## src/rtl/morse_pkg.sv

```systemverilog
// Shared symbol codes, element-FSM states and Morse timing ratios for the
// Morse receive path.
package morse_pkg;

    localparam logic [1:0] SYM_DOT    = 2'd0;
    localparam logic [1:0] SYM_DASH   = 2'd1;
    localparam logic [1:0] SYM_LETTER = 2'd2;
    localparam logic [1:0] SYM_WORD   = 2'd3;

    typedef enum logic [1:0] {
        IDLE  = 2'd0,
        MARK  = 2'd1,
        SPACE = 2'd2
    } elem_state_e;

    localparam int unsigned DASH_UNITS   = 2;
    localparam int unsigned LETTER_UNITS = 2;
    localparam int unsigned WORD_UNITS   = 5;

endpackage

```

## src/rtl/morse_receiver_if.sv

```systemverilog
// Symbol stream from the Morse receiver to the character decoder
// (valid/ready handshake).
interface morse_receiver_if;
    import morse_pkg::*;

    logic [1:0] sym;
    logic       sym_valid;
    logic       sym_ready;

    modport master (output sym, output sym_valid, input  sym_ready);
    modport slave  (input  sym, input  sym_valid, output sym_ready);

endinterface

```

## src/rtl/morse_tone_detect.sv

```systemverilog
// Tone presence detector: synchronises the raw tone input, checks each
// half-period against the expected tone and recovers the key envelope.
module morse_tone_detect #(
    parameter int unsigned TONE_HALF = 27_273,
    parameter int unsigned CNT_W     = 24
) (
    input  logic clk_24,
    input  logic rst,
    input  logic tone_in,
    output logic tone_on
);

    localparam logic [CNT_W-1:0] INT_LO  = CNT_W'(TONE_HALF * 3 / 4);
    localparam logic [CNT_W-1:0] INT_HI  = CNT_W'(TONE_HALF * 5 / 4);
    localparam logic [CNT_W-1:0] TIMEOUT = CNT_W'(2 * TONE_HALF);
    localparam logic [CNT_W-1:0] CNT_MAX = '1;

    logic             sync1_q, sync2_q, prev_q;
    logic [CNT_W-1:0] edge_cnt_q, edge_cnt_d;
    logic [1:0]       run_q, run_d;
    logic             tone_q, tone_d;
    logic             edge_seen;
    logic             in_range;

    // NOTE: sequential state uses non-blocking assignments so every register
    // samples the pre-edge values, independent of statement order.
    always_ff @(posedge clk_24) begin
        if (rst) begin
            sync1_q    <= 1'b0;
            sync2_q    <= 1'b0;
            prev_q     <= 1'b0;
            edge_cnt_q <= '0;
            run_q      <= 2'd0;
            tone_q     <= 1'b0;
        end else begin
            sync1_q    <= tone_in;
            sync2_q    <= sync1_q;
            prev_q     <= sync2_q;
            edge_cnt_q <= edge_cnt_d;
            run_q      <= run_d;
            tone_q     <= tone_d;
        end
    end

    assign edge_seen = sync2_q ^ prev_q;
    assign in_range  = (edge_cnt_q >= INT_LO) && (edge_cnt_q <= INT_HI);

    // NOTE: every output of this block is given a default first, so no path
    // leaves a variable unassigned and no latch is inferred.
    always_comb begin
        edge_cnt_d = (edge_cnt_q == CNT_MAX) ? edge_cnt_q : edge_cnt_q + CNT_W'(1);
        run_d      = run_q;
        tone_d     = tone_q;
        if (edge_seen) begin
            // edge_cnt then equals the interval length when the next edge lands
            edge_cnt_d = CNT_W'(1);
            if (in_range) begin
                run_d = (run_q == 2'd2) ? 2'd2 : run_q + 2'd1;
                if (run_d == 2'd2) tone_d = 1'b1;
            end else begin
                run_d = 2'd0;
            end
        end else if (edge_cnt_q >= TIMEOUT) begin
            tone_d = 1'b0;
        end
    end

    assign tone_on = tone_q;

endmodule

```

## src/rtl/morse_receiver.sv

```systemverilog
// Morse receiver top: tone detector, mark/space element FSM and a one-deep
// symbol output register with sticky overflow.
module morse_receiver
    import morse_pkg::*;
#(
    parameter int unsigned TONE_HALF   = 27_273,
    parameter int unsigned UNIT_CYCLES = 1_440_000,
    parameter int unsigned CNT_W       = 24
) (
    input  logic              clk_24,
    input  logic              rst,
    input  logic              tone_in,
    output logic              tone_on,
    output logic              overflow,
    morse_receiver_if.master  sym_if
);

    localparam logic [CNT_W-1:0] DASH_LEN   = CNT_W'(DASH_UNITS * UNIT_CYCLES);
    localparam logic [CNT_W-1:0] LETTER_LEN = CNT_W'(LETTER_UNITS * UNIT_CYCLES);
    localparam logic [CNT_W-1:0] WORD_LEN   = CNT_W'(WORD_UNITS * UNIT_CYCLES);
    localparam logic [CNT_W-1:0] DUR_MAX    = '1;

    elem_state_e      state_q, state_d;
    logic [CNT_W-1:0] dur_q, dur_d;
    logic             tone_prev_q;
    logic [1:0]       sym_q, sym_d;
    logic             valid_q, valid_d;
    logic             ovf_q, ovf_d;
    logic             rise, fall;
    logic             emit;
    logic [1:0]       emit_sym;

    morse_tone_detect #(
        .TONE_HALF (TONE_HALF),
        .CNT_W     (CNT_W)
    ) u_detect (
        .clk_24  (clk_24),
        .rst     (rst),
        .tone_in (tone_in),
        .tone_on (tone_on)
    );

    always_ff @(posedge clk_24) begin
        if (rst) begin
            state_q     <= IDLE;
            dur_q       <= '0;
            tone_prev_q <= 1'b0;
            sym_q       <= SYM_DOT;
            valid_q     <= 1'b0;
            ovf_q       <= 1'b0;
        end else begin
            state_q     <= state_d;
            dur_q       <= dur_d;
            tone_prev_q <= tone_on;
            sym_q       <= sym_d;
            valid_q     <= valid_d;
            ovf_q       <= ovf_d;
        end
    end

    assign rise = tone_on & ~tone_prev_q;
    assign fall = ~tone_on & tone_prev_q;

    // dur restarts at 1 so it includes the cycle in which the edge of tone_on
    // was observed; a mark of N tone_on cycles then reads dur == N at its fall.
    always_comb begin
        state_d  = state_q;
        dur_d    = (dur_q == DUR_MAX) ? dur_q : dur_q + CNT_W'(1);
        emit     = 1'b0;
        emit_sym = SYM_DOT;
        case (state_q)
            IDLE: begin
                dur_d = '0;
                if (rise) begin
                    state_d = MARK;
                    dur_d   = CNT_W'(1);
                end
            end
            MARK: begin
                if (fall) begin
                    emit     = 1'b1;
                    emit_sym = (dur_q >= DASH_LEN) ? SYM_DASH : SYM_DOT;
                    state_d  = SPACE;
                    dur_d    = CNT_W'(1);
                end
            end
            SPACE: begin
                if (rise) begin
                    state_d = MARK;
                    dur_d   = CNT_W'(1);
                end else if (dur_q == LETTER_LEN) begin
                    emit     = 1'b1;
                    emit_sym = SYM_LETTER;
                end else if (dur_q == WORD_LEN) begin
                    emit     = 1'b1;
                    emit_sym = SYM_WORD;
                    state_d  = IDLE;
                    dur_d    = '0;
                end
            end
            default: begin
                state_d = IDLE;
                dur_d   = '0;
            end
        endcase
    end

    always_comb begin
        sym_d   = sym_q;
        valid_d = valid_q;
        ovf_d   = ovf_q;
        if (emit) begin
            // the held symbol wins; a new one only loads into a free or draining slot
            if (!valid_q || sym_if.sym_ready) begin
                sym_d   = emit_sym;
                valid_d = 1'b1;
            end else begin
                ovf_d = 1'b1;
            end
        end else if (valid_q && sym_if.sym_ready) begin
            valid_d = 1'b0;
        end
    end

    assign sym_if.sym       = sym_q;
    assign sym_if.sym_valid = valid_q;
    assign overflow         = ovf_q;

endmodule

```

## src/flat_wrapper.sv

```systemverilog
// flat-port wrapper written by rule: the top's interface ports become plain ports
module morse_receiver_flat import morse_pkg::*;
#(
    parameter int unsigned TONE_HALF   = 27_273,
    parameter int unsigned UNIT_CYCLES = 1_440_000,
    parameter int unsigned CNT_W       = 24
)
  (clk_24, rst, tone_in, tone_on, overflow, sym_if_sym, sym_if_sym_valid, sym_if_sym_ready);
  morse_receiver_if sym_if_i ();
  input  logic clk_24;
  input  logic rst;
  input  logic tone_in;
  output logic tone_on;
  output logic overflow;
  output wire logic [$bits(sym_if_i.sym)-1:0] sym_if_sym;
  output wire logic [$bits(sym_if_i.sym_valid)-1:0] sym_if_sym_valid;
  input wire logic [$bits(sym_if_i.sym_ready)-1:0] sym_if_sym_ready;
  assign sym_if_sym = sym_if_i.sym;
  assign sym_if_sym_valid = sym_if_i.sym_valid;
  assign sym_if_i.sym_ready = sym_if_sym_ready;
  morse_receiver #(.TONE_HALF(TONE_HALF), .UNIT_CYCLES(UNIT_CYCLES), .CNT_W(CNT_W)) u_core (.clk_24(clk_24), .rst(rst), .tone_in(tone_in), .tone_on(tone_on), .overflow(overflow), .sym_if(sym_if_i));
endmodule
```

## config.mk

```make
export PLATFORM = sky130hd
export DESIGN_NAME = morse_receiver_flat
export DESIGN_NICKNAME = d
export VERILOG_FILES = /design/src/rtl/morse_pkg.sv /design/src/rtl/morse_receiver_if.sv /design/src/rtl/morse_tone_detect.sv /design/src/rtl/morse_receiver.sv /design/src/flat_wrapper.sv
export SDC_FILE = /design/constraint.sdc
export NUM_CORES = 1
export LEC_CHECK = 0
export BUFFER_PORTS_ARGS = -buffer_cell sky130_fd_sc_hd__buf_2
export CAP_MARGIN = 0
export CORE_ASPECT_RATIO = 1.1
export CORE_MARGIN = 2
export CORE_UTILIZATION = 59
export DETAILED_ROUTE_END_ITERATION = 8
export GPL_TIMING_DRIVEN = 0
export MAX_ROUTING_LAYER = met4
export PLACE_DENSITY = 0.76
export SETUP_SLACK_MARGIN = 0.2
export SYNTH_ARGS = -nofsm -noshare
export SYNTH_HDL_FRONTEND = slang
export SYNTH_SLANG_ARGS = --single-unit
```

## constraint.sdc

```tcl
create_clock -name clk_24 -period 2.7 [get_ports clk_24]
set_input_delay 0.135 -clock clk_24 [delete_from_list [all_inputs] [get_ports clk_24]]
set_output_delay 0.135 -clock clk_24 [all_outputs]
set_load 0.01 [all_outputs]
```

* Word level (Yosys, flattened, before mapping)
Cells that the tools add are included.
** Storage, ports and cells
- Register bits after elaboration :: 61
- Input port bits :: 4
- Output and inout port bits :: 5
- Logic and storage cells :: 90
** Cells by class
- Add/sub/neg operators :: 3
- $lt $le $gt $ge :: 4
- Eq/ne operators :: 16
- Mux-type cells :: 35
- Bitwise operators :: 6
- Reduce and logical (&&, ||, !) cells :: 13
** Operators with widths (number)
- 24-bit 2-to-1 mux :: 5
- 24-bit one-hot mux with 3 select lines :: 1
- 24-bit by 1-bit adder with 24-bit output (second input constant) :: 2
- 24-bit == test (second input constant) :: 2
- 24-bit by 22-bit == test with 1-bit output (second input constant) :: 1
- 24-bit by 23-bit == test with 1-bit output (second input constant) :: 1
- 24-bit by 15-bit greater-or-equal comparator with 1-bit output (second input constant) :: 1
- 24-bit by 16-bit greater-or-equal comparator with 1-bit output (second input constant) :: 1
- 24-bit by 22-bit greater-or-equal comparator with 1-bit output (second input constant) :: 1
- 24-bit by 16-bit <= comparator with 1-bit output (second input constant) :: 1
- 2-bit 2-to-1 mux :: 11
- 1-bit 2-to-1 mux :: 15
- 2-bit by 1-bit != test with 1-bit output (second input constant) :: 4
- 2-bit == test (second input constant) :: 3
- 2-bit one-hot mux with 3 select lines :: 1
- 2-bit AND reduction :: 3
- 2-bit != test (second input constant) :: 2
- 2-bit one-hot mux with 2 select lines :: 1
- 4-bit AND reduction :: 1
- 2-bit nonzero test :: 2
- 3-bit by 1-bit != test with 1-bit output (second input constant) :: 1
- 3-bit by 2-bit != test with 1-bit output (second input constant) :: 1
- 1-bit NOT :: 3
- 3-bit AND reduction :: 1
- 10 further kinds :: 12

* Logic depth before layout (Yosys ltp)
Gate-level depths: netlist (run 1).
- Depth after elaboration :: 7
- Depth in mapped cells :: 8
- Gate-level depth less buffers :: 7

* Modules after synthesis
Synthesis (run 1) repeated with hierarchy kept, for this count alone.
** Unflattened totals
- Cell total of the unflattened synthesis :: 422
- Area, all modules :: 3592.2 sq um
** By module, submodules not included
- morse_receiver :: times used 1, cells an instance 228, area an instance 1880.6 sq um
- morse_tone_detect :: times used 1, cells an instance 194, area an instance 1711.6 sq um

* Worst setup path after synthesis (run 1)
No wires, ideal clock.
- Path kind :: register to register
- From :: register u_core.dur_q[17]
- To :: register u_core.dur_q[8]
- Library setup time :: 0.125 ns
- Data arrival time :: 2.000 ns
- Required time :: 2.575 ns
- Setup slack :: 0.575 ns
- Stages on the path, launching flop included :: 7
- Path buffers :: 1
- Clock period less this slack :: 2.125 ns
- Cells stage by stage :: dfxtp_1 -> or4_1 -> or4_4 -> a211o_2 -> nand3_2 -> buf_4 -> a21oi_1
** Between the ends
- Cells in the longest elaborated chain, start to end :: 6
- Elaborated cells on any way between the ends :: 9
- Those cells by class :: eq/ne: 3; mux: 6
** Ends and longest elaborated chain
- start, declared :: line morse_receiver.sv:24 : logic [CNT_W-1:0] dur_q, dur_d;
- start signal, assigned :: line morse_receiver.sv:53 : dur_q <= dur_d;
- 24-bit == test :: line morse_receiver.sv:68 : dur_d = (dur_q == DUR_MAX) ? dur_q : dur_q + CNT_W'(1);
- 24-bit 2-to-1 mux :: line morse_receiver.sv:68
- 24-bit 2-to-1 mux :: line morse_receiver.sv:94 : end else if (dur_q == WORD_LEN) begin
- 24-bit 2-to-1 mux :: line morse_receiver.sv:91 : end else if (dur_q == LETTER_LEN) begin
- 24-bit 2-to-1 mux :: line morse_receiver.sv:88 : if (rise) begin
- 24-bit one-hot mux with 3 select lines (*) :: line morse_receiver.sv:71 : case (state_q)
Every way passes the cells marked *; elsewhere a longest branch is shown, timed or not.
A chain may end at the register's enable or synchronous reset.

* Worst setup path in the final report (run 1)
Ends and elaborated chain as after synthesis.

==> summary.md, run 1 <==
* Post-DP Area: 3530 µm²
* starting utilization of the core area: 62.2%
* fmax: 429 MHz
* static leakage: 1.19 nW
* Mapped Nets: 429
* post-synthesis instance total: 416
* drt first-iter violations: 224
* number of buffers created by CTS: 9
* Finish-stage setup viols: 0
* Std-Cell Rows: 28
* Critical Path Source: u_core.dur_q[17]
* class of the most critical setup path: reg -> reg
* via count of the first global-routing pass: 2951
* DRC errors left: 0
* width of the chip: 76.4 µm
* dominant combinational cell family by area after synthesis: simple AND/OR/NAND/NOR gates
* largest cells by area after synthesis: sky130_fd_sc_hd__dfxtp_1 (36%), sky130_fd_sc_hd__xnor2_1 (6.2%), sky130_fd_sc_hd__nor2_1 (5.5%)
* share of cell area taken by muxes after synthesis: 0.295%
* RSZ-0062 raised after global routing: false
* launch instance of the worst register-to-register path: u_core.dur_q[17]
* maximum number of pins on one net before global-route repair: 11
* post-synthesis share of cell area spent on full adders, half adders and majority gates: 3.31%
* aggregate routed wire length: 7590 µm
* number of antenna violations at the first check in global routing: 0
* share of the yosys chip area belonging to registers: 35.9%
* xor/xnor share of the synthesized area: 9.28%
* post-layout net count: 449
* Avg Inst Size Synth: 8.17 µm²
* max-slew violation total from the final report: 0
* clock input transition at the sequential cells of the worst setup and hold paths: 0.07 ns
* TritonCTS clock tree: yes
* final-report hold violation count: 0
* final cycle utilization of the critical path: 86.3%
* buffer depth of the longest clock path: 2
* wire length per cell after detailed routing: 14.7 µm
* Worst Skew: 0.0112 ns
* n_diodes: 0
* total number of vias: 3142
* Worst Path Max Fanout: 10
* post-synthesis async set-or-reset flop share: 0%
* CP Data Required Time: 2.92 ns
* max cap viols: 0
* Yosys warning count: 0
* library cell used as clock root buffer: sky130_fd_sc_hd__clkbuf_8
* Synth top cells by count: sky130_fd_sc_hd__dfxtp_1 (61), sky130_fd_sc_hd__nor2_1 (50), sky130_fd_sc_hd__xnor2_1 (24)
* Crit path arrival time: 2.55 ns
* vias per cell: 6.09
* register area: 1220 µm²
* global routing usage summed across all routing layers: 25.6%
* remaining antenna violation count after routing: 0
* FF-to-FF setup slack: 0.37 ns
* Netlist cell types: 59
* post-layout min period: 2.33 ns
* most instantiated flip-flop cell in the synthesis netlist: sky130_fd_sc_hd__dfxtp_1
* synthesized cell area: 3400 µm²
* half-perimeter wire length of the detailed placement result: 5420 µm
* hold_ws: 0.123 ns
* summed area of non-filler cells in the final layout: 3740 µm²
* global-route wire length before repair: 13300 µm
* fraction of final layout cells with drive strength greater than 1: 9.07%
* layout overhead on the synthesized area: 10.2%
* CP Launch Type: register
* core area: 5470 µm²
* Synth Area in Compound Gates: 18.1%
* post-CTS setup repair buffer count: 0
* later-pin clock latency in the skew report: 0.34 ns
* die area: 6380 µm²
* height of the die: 83.6 µm
* top-area cell type share of the netlist area: 35.9%
* worst slew slack as a fraction of its limit: 35.7%
* Synth Area in Simple Gates: 28.4%
* deepest level of the CTS H-tree: 3
* number of top-level pins: 9
* outcome: finished, final reports clean
* overflow left after global routing: 0
* Port Buffer Count: 8
* HP Start: sym_if_sym_ready
* PwrDens: 468 nW/µm²
* area of the multi-input gates: 2020 µm²
* Core Util, Final: 68.5%
* fillers: 495
* critical path capture point type: register
* setup total negative slack: 0 ns
* transition at the pin with the smallest max-transition slack: 0.957 ns
* number of clock sinks: 61
* RePlAce Congestion: 0.967
* class of the most critical hold timing path: in -> reg
* count leader, synth: sky130_fd_sc_hd__dfxtp_1
* worst vdd rail ir drop: 0.344 mV
* Pre-antenna DRT Iters: 5
* count of flip-flops with a built-in enable after synthesis: 0
* count of state elements after synthesis: 61
* cell taking the most area after synthesis: sky130_fd_sc_hd__dfxtp_1
registers in the layout, indices dropped and copies added, names as in the netlist:
register                    count
u_core.u_detect.tone_on         1
u_core.u_detect.run_q           2
u_core.sym_if.sym               2
u_core.u_detect.sync1_q         1
u_core.dur_q                   24
u_core.u_detect.edge_cnt_q     24
u_core.overflow                 1
u_core.sym_if.sym_valid         1
u_core.state_q                  2
u_core.u_detect.sync2_q         1
u_core.u_detect.prev_q          1
u_core.tone_prev_q              1
power breakdown:
| part | internal [mW] | switching (mW) | total, mW | leakage (nW) |
|---|---|---|---|---|
| Clock | 0.449 | 0.354 | 0.803 | 0.0964 |
| Combinational | 0.0136 | 0.0266 | 0.0402 | 0.606 |
| Sequential | 0.905 | 0.00510 | 0.910 | 0.492 |
| Total | 1.37 | 0.385 | 1.75 | 1.19 |
cell families (layout without fill, tap and decap cells):
| kind of cell | count (synthesis) | after routing |
|---|---|---|
| adders and majority gates | 9 | 9 |
| muxes | 1 | 1 |
| DFF | 61 | 61 |
| AOI/OAI and AO/OA | 87 | 87 |
| and+or+nand+nor | 183 | 183 |
| buffers and inverters | 39 | 64 |
| xor gates and xnor gates | 36 | 36 |
cells in the final DEF (no fill, tap or decap), types with 6 or more instances in the layout:
master,n
sky130_fd_sc_hd__ha_1,9
sky130_fd_sc_hd__nor3_1,14
sky130_fd_sc_hd__a21oi_1,17
sky130_fd_sc_hd__dfxtp_1,61
sky130_fd_sc_hd__nor4_1,9
sky130_fd_sc_hd__o211ai_1,6
sky130_fd_sc_hd__nand3_1,18
sky130_fd_sc_hd__nand4_1,19
sky130_fd_sc_hd__a31oi_1,11
sky130_fd_sc_hd__clkbuf_1,16
sky130_fd_sc_hd__nor2_1,50
sky130_fd_sc_hd__nand2_1,23
sky130_fd_sc_hd__xnor2_1,24
sky130_fd_sc_hd__xor2_1,12
sky130_fd_sc_hd__or3_1,10
sky130_fd_sc_hd__clkbuf_8,10
sky130_fd_sc_hd__a211oi_1,6
sky130_fd_sc_hd__o21ai_0,10
sky130_fd_sc_hd__inv_1,17
sky130_fd_sc_hd__buf_2,12
repair_timing:
item | 4_1_cts | 5_1_grt
setup endpoints to repair | 0 | 8
hold buffers | 1 | 0
hold endpoints to repair | 1 | 0
resized for setup | 0 | 5
path summary, 6_finish.rpt:
path / end / cells past startpoint
min reg2reg: u_core.u_detect.sync2_q / 1
max: u_core.dur_q[8] / 6
min: u_core.overflow / 4
max reg2reg: u_core.dur_q[8] / 6
layout make-up:
cell class              instances  share of cell area [%]
repair buffers                  9                    1.34
well taps                      75                    2.51
clock buffers                  12                    3.88
inverters                      17                    1.70
clock inverters                 4                    1.27
multi-input cells             316                    54.1
flip-flops and latches         61                    32.6
plain buffers                  22                    2.61
critical path, stage by stage (launching register included):
cell and delay [ns]:
sky130_fd_sc_hd__dfxtp_1 0.37, sky130_fd_sc_hd__or4_1 0.54, sky130_fd_sc_hd__or4_4 0.59, sky130_fd_sc_hd__a211o_2 0.33, sky130_fd_sc_hd__nand3_2 0.13, sky130_fd_sc_hd__buf_4 0.19
sky130_fd_sc_hd__a21oi_1 0.05
layer usage:
layer  track usage (%)  routed length (µm)
met5                 -                   0
met4              10.6                 133
met2              44.1                3840
met1              30.3                3340
met3              3.14                 286
per-stage QoR:
step           worst slack (ns)  total power [mW]  std cells
2_1_floorplan             0.575             0.957        416
3_3_place_gp              0.370             0.968        499
3_5_place_dp              0.361             0.969        499
4_1_cts                   0.328              1.77        516
5_1_grt                   0.190              1.80        516
6_report                  0.371              1.75        516
Power figures use the tool's default switching activity.
==> run 2: changes to the inputs <==
Settings changed: REMOVE_ABC_BUFFERS set to 1.
==> run 2 against run 1 <==
- clock power increased by 15%
- critical path depth decreased by 1
- design area decreased by 1.3%
- largest cell class unchanged
- flip-flop and latch count unchanged
- sequential power about the same
- first-iteration DRC count increased by 20%
- wire length decreased by 2.5%
- via count decreased by 2.6%
==> summary.md, run 2 (synthesis gave the netlist of run 1 again) <==
* outcome: finished, final reports clean, unchanged
* overflow left after global routing: 0, unchanged
* via count of the first global-routing pass: 2876, was 2951
* number of antenna violations at the first check in global routing: 0, unchanged
* placement-stage worst setup slack: 0.0962 ns, was 0.361 ns
* max cap viols: 0, unchanged
* FF-to-FF setup slack: 0.41 ns, was 0.37 ns
* worst slew slack as a fraction of its limit: 36.9%, was 35.7%
* later-pin clock latency in the skew report: 0.34 ns, about the same
* worst hold path depth: 2, was 4
* layout overhead on the synthesized area: 8.73%, was 10.2%
* top flop regs: u_core.dur_q (24), u_core.u_detect.edge_cnt_q (24), unchanged
* critical path cell sequence: or4_1 -> or4_4 -> a211o_2 -> nand3_4 -> nor2_1, was or4_1 -> or4_4 -> a211o_2 -> nand3_2 -> buf_4 -> a21oi_1
* Top delay family on crit path: simple AND/OR/NAND/NOR gates, unchanged
* width of the chip: 76.4 µm, unchanged
* CP Launch Type: register, unchanged
* transition at the pin with the smallest max-transition slack: 0.939 ns, was 0.957 ns
* vias per cell: 6.20, was 6.09
* Worst Skew: 0.00804 ns, was 0.0112 ns
* static leakage: 1.18 nW, was 1.19 nW
* number of top-level pins: 9, unchanged
* number of clock sinks: 61, unchanged
* library cell used as clock root buffer: sky130_fd_sc_hd__clkbuf_8, unchanged
* Std-Cell Rows: 28, unchanged
* fillers: 478, was 495
* critical register-to-register path endpoint: u_core.dur_q[9], was u_core.dur_q[8]
* half-perimeter wire length of the detailed placement result: 5010 µm, was 5420 µm
* deepest level of the CTS H-tree: 3, unchanged
* height of the die: 83.6 µm, unchanged
* maximum number of pins on one net before global-route repair: 24, was 11
* die area: 6380 µm², unchanged
* final non-filler cell total: 494, was 516
* HP Start: tone_in, was sym_if_sym_ready
* total number of vias: 3061, was 3142
* count of buffering cells on the critical path with inverters included: 0, was 1
* wire length per cell after detailed routing: 15.0 µm, was 14.7 µm
* number of buffers inserted for hold repair after clock tree synthesis: 0, was 1
* worst vdd rail ir drop: 0.396 mV, was 0.344 mV
* worst hold path endpoint: u_core.u_detect.sync1_q, was u_core.overflow
* post-layout net count: 427, was 449
* drt first-iter violations: 268, was 224
* aggregate routed wire length: 7400 µm, was 7590 µm
* CP Data Required Time: 2.92 ns, about the same
* remaining antenna violation count after routing: 0, unchanged
* max-slew violation total from the final report: 0, unchanged
* post-CTS setup repair buffer count: 0, unchanged
* class of the most critical hold timing path: in -> reg, unchanged
* PwrDens: 505 nW/µm², was 468 nW/µm²
* post-layout min period: 2.29 ns, was 2.33 ns
* Crit path arrival time: 2.51 ns, was 2.55 ns
* TritonCTS clock tree: yes, unchanged
* DRC errors left: 0, unchanged
* fraction of final layout cells with drive strength greater than 1: 8.35%, was 9.07%
* RSZ-0062 raised after global routing: true, was false
* min setup slack post-route: 0.413 ns, was 0.371 ns
* Port Buffer Count: 8, unchanged
* Worst Path Max Fanout: 23, was 10
* fmax: 437 MHz, was 429 MHz
* number of buffers created by CTS: 9, unchanged
* Pre-antenna DRT Iters: 6, was 5
* launch instance of the worst register-to-register path: u_core.dur_q[17], unchanged
* core area: 5470 µm², unchanged
* leading cell type in the layout, fill and taps excluded: sky130_fd_sc_hd__dfxtp_1, unchanged
* RePlAce Congestion: 0.873, was 0.967
* final cycle utilization of the critical path: 84.7%, was 86.3%
* n_diodes: 0, unchanged
* Finish-stage setup viols: 0, unchanged
* clock input transition at the sequential cells of the worst setup and hold paths: 0.07 ns, about the same
* cell count of the worst reg-to-reg path: 5, was 6
* number of cells in the design after placement: 478, was 499
* global-route wire length before repair: 12900 µm, was 13300 µm
* class of the most critical setup path: reg -> reg, unchanged
* cell at the slowest stage of the critical path: sky130_fd_sc_hd__or4_4, unchanged
* CP peak stage delay: 0.59 ns, about the same
* starting utilization of the core area: 62.2%, unchanged
* final-report hold violation count: 0, unchanged
* critical path capture point type: register, unchanged
* global routing usage summed across all routing layers: 25.2%, was 25.6%
* commonest cells after routing, fill and taps aside: sky130_fd_sc_hd__dfxtp_1 (61), sky130_fd_sc_hd__nor2_1 (50), sky130_fd_sc_hd__xnor2_1 (24), unchanged
* buffer depth of the longest clock path: 2, unchanged
[run 2: changes by cell type in the layout (fill, tap and decap cells not counted), sizes merged]
cell,before,now
dlygate4sd3,1,0
clkinvlp,1,0
buf,14,9
bufinv,1,2
clkbuf,28,12
[run 2: worst max-delay path by stage]
stage | slack, ns | to | from | cells after the start
global route | 0.16 | u_core.u_detect.edge_cnt_q[20] | u_core.u_detect.edge_cnt_q[0] | 5
detailed placement | 0.1 | u_core.dur_q[1] | u_core.dur_q[8] | 5
finish | 0.41 | u_core.dur_q[9] | u_core.dur_q[17] | 5
floorplan | 0.44 | u_core.u_detect.edge_cnt_q[10] | u_core.u_detect.edge_cnt_q[12] | 5
global placement | -0.27 | u_core.u_detect.edge_cnt_q[10] | u_core.u_detect.edge_cnt_q[12] | 5
CTS | 0.26 | u_core.dur_q[2] | u_core.dur_q[17] | 5
[run 2: repair_timing]
item,CTS,global route
gates cloned,0,0
setup endpoints to repair,7,25
resized for setup,1,2
pin swaps,0,1
[run 2: area by class of cell]
cell class                      count  area (µm²)  area share (%)
Multi-Input combinational cell    316        2040            55.3
Sequential cell                    61        1220            33.1
Clock buffer                       12         155            4.20
Tap cell                           75        93.8            2.54
Clock inverter                      4        70.1            1.90
Inverter                           17        63.8            1.73
Timing Repair Buffer                9        47.5            1.29
[run 2: report_power, final]
part           switching [mW]  internal (mW)
sequential            0.00617          0.905
clock                   0.354          0.567
combinational          0.0241         0.0107
total                   0.384           1.48
[run 2: metal layers]
metal / wire length (µm) / up-vias / global-route usage (%)
met2: 3620 / 71 / 40.1
met1: 3280 / 1436 / 29.8
met5: 0 / - / -
li1: - / 1529 / -
met3: 275 / 25 / 4.11
met4: 227 / 0 / 15.2
[run 2: worst register-to-register path, stage by stage, from the launching register on]
cell	delay, ns
sky130_fd_sc_hd__dfxtp_1	0.37
sky130_fd_sc_hd__or4_1	0.54
sky130_fd_sc_hd__or4_4	0.59
sky130_fd_sc_hd__a211o_2	0.34
sky130_fd_sc_hd__nand3_4	0.22
sky130_fd_sc_hd__nor2_1	0.10
[run 2: stage by stage]
| step | cell area, µm² | hold WS [ns] | TNS, ns | power [mW] | utilization [%] |
|---|---|---|---|---|---|
| 6_report | 3690 | 0.0131 | 0 | 1.87 | 67.6 |
| 5_1_grt | 3690 | 0.0249 | 0 | 1.93 | 67.6 |
| 4_1_cts | 3680 | 0.0152 | 0 | 1.88 | 67.4 |
| 3_5_place_dp | 3450 | 0.361 | 0 | 0.966 | 63.1 |
| 3_3_place_gp | 3440 | 0.352 | -1.99 | 0.965 | 62.9 |
| 2_1_floorplan | 3300 | 0.204 | 0 | 0.953 | - |
==> run 3: changes to the inputs <==
Settings changed: ABC_AREA set to 1, CORE_UTILIZATION 59 to 57, PLACE_DENSITY 0.76 to 0.77.
Clock period 2.7 ns to 2.1 ns, I/O delays scaled along.
==> run 3 against run 2 <==
- utilization down 2.2 points
- largest power group is now sequential cells
- worst setup slack worse by 0.11 ns
- synthesized cell count up 32%
==> summary.md, run 3 <==
* commonest cells after routing, fill and taps aside: sky130_fd_sc_hd__nand2_1 (121), sky130_fd_sc_hd__inv_1 (78), sky130_fd_sc_hd__nor2_1 (67), was sky130_fd_sc_hd__dfxtp_1 (61), sky130_fd_sc_hd__nor2_1 (50), sky130_fd_sc_hd__xnor2_1 (24)
* class of the most critical hold timing path: in -> reg, unchanged
* outcome: finished, final reports clean, unchanged
* hold_ws: 0.0439 ns, was 0.0131 ns
* largest cells by area after synthesis: sky130_fd_sc_hd__dfxtp_1 (33%), sky130_fd_sc_hd__nand2_1 (12%), sky130_fd_sc_hd__inv_1 (8.0%), was sky130_fd_sc_hd__dfxtp_1 (36%), sky130_fd_sc_hd__xnor2_1 (6.2%), sky130_fd_sc_hd__nor2_1 (5.5%)
* worst slew slack as a fraction of its limit: 55.9%, was 36.9%
* Core Util, Final: 65.4%, was 67.6%
* die area: 7210 µm², was 6380 µm²
* Netlist cell types: 37, was 59
* worst hold path depth: 2, unchanged
* crit-path most repeated cell: sky130_fd_sc_hd__nand3_1
* post-synthesis instance total: 548, was 416
* final-report hold violation count: 0, unchanged
* total number of vias: 3413, was 3061
* number of top-level pins: 9, unchanged
* RSZ-0062 raised after global routing: true, unchanged
* Synth top cells by count: sky130_fd_sc_hd__nand2_1 (122), sky130_fd_sc_hd__inv_1 (79), sky130_fd_sc_hd__nor2_1 (69), was sky130_fd_sc_hd__dfxtp_1 (61), sky130_fd_sc_hd__nor2_1 (50), sky130_fd_sc_hd__xnor2_1 (24)
* summed area of non-filler cells in the final layout: 4100 µm², was 3690 µm²
* starting utilization of the core area: 59.5%, was 62.2%
* post-synthesis async set-or-reset flop share: 0%, unchanged
* half-perimeter wire length of the detailed placement result: 6140 µm, was 5010 µm
* number of antenna violations at the first check in global routing: 0, unchanged
* number of clock sinks: 61, unchanged
* number of buffers created by CTS: 9, unchanged
* critical register-to-register path endpoint: u_core.dur_q[23], was u_core.dur_q[9]
* drt first-iter violations: 190, was 268
* Yosys warning count: 0, unchanged
* CP peak stage delay: 0.35 ns, was 0.59 ns
* max cap viols: 0, unchanged
* FF-to-FF setup slack: 0.30 ns, was 0.41 ns
* TritonCTS clock tree: yes, unchanged
* static leakage: 1.69 nW, was 1.18 nW
* top-area cell type share of the netlist area: 32.7%, was 35.9%
* count of flip-flops with a built-in enable after synthesis: 0, unchanged
* CP Data Required Time: 2.35 ns, was 2.92 ns
* Port Buffer Count: 8, unchanged
* PnR Total Power: 2.30 mW, was 1.87 mW
* aggregate routed wire length: 8480 µm, was 7400 µm
* deepest level of the CTS H-tree: 3, unchanged
* fmax: 555 MHz, was 437 MHz
* launch instance of the worst register-to-register path: u_core.dur_q[0], was u_core.dur_q[17]
* vias per cell: 5.27, was 6.20
* setup total negative slack: 0 ns, unchanged
* layout overhead on the synthesized area: 9.90%, was 8.73%
* library cell used as clock root buffer: sky130_fd_sc_hd__clkbuf_8, unchanged
* leading cell type in the layout, fill and taps excluded: sky130_fd_sc_hd__nand2_1, was sky130_fd_sc_hd__dfxtp_1
* Pre-antenna DRT Iters: 5, was 6
* max-slew violation total from the final report: 0, unchanged
* fillers: 544, was 478
* global routing usage summed across all routing layers: 26.6%, was 25.2%
* count of buffering cells on the critical path with inverters included: 1, was 0
* critical path capture point type: register, unchanged
* Finish-stage setup viols: 0, unchanged
* clock input transition at the sequential cells of the worst setup and hold paths: 0.08 ns, was 0.07 ns
* buffer depth of the longest clock path: 2, unchanged
* post-layout min period: 1.80 ns, was 2.29 ns
* Crit path arrival time: 2.05 ns, was 2.51 ns
* Top delay family on crit path: simple AND/OR/NAND/NOR gates, unchanged
* CP Launch Type: register, unchanged
* count of state elements after synthesis: 61, unchanged
* most instantiated flip-flop cell in the synthesis netlist: sky130_fd_sc_hd__dfxtp_1, unchanged
* HP Start: rst, was tone_in
* cell at the slowest stage of the critical path: sky130_fd_sc_hd__dfxtp_2, was sky130_fd_sc_hd__or4_4
* wire length per cell after detailed routing: 13.1 µm, was 15.0 µm
* Avg Inst Size Synth: 6.81 µm², was 8.17 µm²
* fraction of final layout cells with drive strength greater than 1: 14.8%, was 8.35%
* DRC errors left: 0, unchanged
* top flop regs: u_core.dur_q (24), u_core.u_detect.edge_cnt_q (24), unchanged
* Worst Skew: 0.0145 ns, was 0.00804 ns
* Worst Path Max Fanout: 12, was 23
* cell taking the most area after synthesis: sky130_fd_sc_hd__dfxtp_1, unchanged
* core area: 6270 µm², was 5470 µm²
* Post-DP Area: 3810 µm², was 3450 µm²
* PwrDens: 562 nW/µm², was 505 nW/µm²
* width of the chip: 81.1 µm, was 76.4 µm
* critical path cell sequence: inv_1 -> ha_1 -> nand3_1 -> nor2_2 -> nand3_1 -> nand2_1 -> nand2_2 -> nand2_8 -> a21oi_1 -> and2_1, was or4_1 -> or4_4 -> a211o_2 -> nand3_4 -> nor2_1
* worst vdd rail ir drop: 0.403 mV, was 0.396 mV
* Std-Cell Rows: 30, was 28
* count leader, synth: sky130_fd_sc_hd__nand2_1, was sky130_fd_sc_hd__dfxtp_1
* synthesized cell area: 3730 µm², was 3400 µm²
* depth of the critical timing path with buffers and inverters included: 10, was 5
* transition at the pin with the smallest max-transition slack: 0.660 ns, was 0.939 ns
* class of the most critical setup path: reg -> reg, unchanged
* overflow left after global routing: 0, unchanged
* cell count of the worst reg-to-reg path: 10, was 5
* post-layout net count: 576, was 427
* maximum number of pins on one net before global-route repair: 18, was 24
* global-route wire length before repair: 13900 µm, was 12900 µm
* later-pin clock latency in the skew report: 0.35 ns, was 0.34 ns
* final cycle utilization of the critical path: 85.8%, was 84.7%
* via count of the first global-routing pass: 3054, was 2876
* share of the yosys chip area belonging to registers: 32.7%, was 35.9%
* n_diodes: 0, unchanged
* RePlAce Congestion: 1.01, was 0.873
* worst hold path endpoint: u_core.overflow, was u_core.u_detect.sync1_q
* remaining antenna violation count after routing: 0, unchanged
* height of the die: 88.8 µm, was 83.6 µm
==> run 3: cell type report <==
cell class	count	area (µm²)	share of cell area, %
tap	80	100	2.44
sequential	61	1220	29.9
timing repair buffer	10	57.6	1.40
clock inverter	5	60.1	1.47
inverter	90	344	8.39
clock buffer	11	141	3.45
multi-input combinational	391	2170	53.0
==> run 3: stage by stage <==
step	setup WS, ns	cells
2_1_floorplan	0.357	541
3_3_place_gp	-0.0725	629
3_5_place_dp	-0.129	629
4_1_cts	0.231	648
5_1_grt	0.192	648
6_report	0.299	648
==> run 3: power breakdown <==
| part | total (mW) | internal (mW) | switching, mW |
|---|---|---|---|
| Combinational | 0.0521 | 0.0177 | 0.0344 |
| Sequential | 1.17 | 1.16 | 0.0105 |
| Clock | 1.08 | 0.582 | 0.495 |
==> run 3: timing repair <==
action | in CTS | in global routing
gates resized for setup | 6 | 10
gates cloned | 1 | 0
pin swaps | 1 | 0
hold endpoints to repair | 1 | 0
endpoints found under the setup margin | 44 | 32
setup buffers | 1 | 0
hold buffers | 1 | 0
==> run 3: metal layers <==
metal | routed length, µm | global-route usage (%) | up-vias
li1 | - | - | 1780
met1 | 3670 | 29.3 | 1528
met2 | 4160 | 44.9 | 78
met3 | 369 | 7.35 | 27
met4 | 274 | 11.6 | 0
met5 | 0 | - | -
==> run 3: how the worst max path moves through the flow <==
stage | from | endpoint | slack [ns]
floorplan | u_core.u_detect.edge_cnt_q[1] | u_core.u_detect.edge_cnt_q[17] | 0.36
global placement | u_core.u_detect.edge_cnt_q[1] | u_core.u_detect.edge_cnt_q[19] | -0.07
detailed placement | u_core.u_detect.edge_cnt_q[1] | u_core.u_detect.edge_cnt_q[19] | -0.13
CTS | u_core.dur_q[0] | u_core.dur_q[23] | 0.23
global route | u_core.dur_q[1] | u_core.dur_q[0] | 0.19
finish | u_core.dur_q[0] | u_core.dur_q[23] | 0.30
==> run 3: cells by family (layout without fill, tap and decap cells) <==
logic type | count (synthesis) | in the layout | share of synthesized area, %
AO/OA/AOI/OAI | 63 | 63 | 10.1
XOR/XNOR | 30 | 30 | 7.04
adder cells (fa/ha/maj) | 9 | 9 | 3.02
buffers and inverters | 97 | 116 | 10.7
flip-flops | 61 | 61 | 32.7
AND/OR/NAND/NOR | 288 | 289 | 36.5
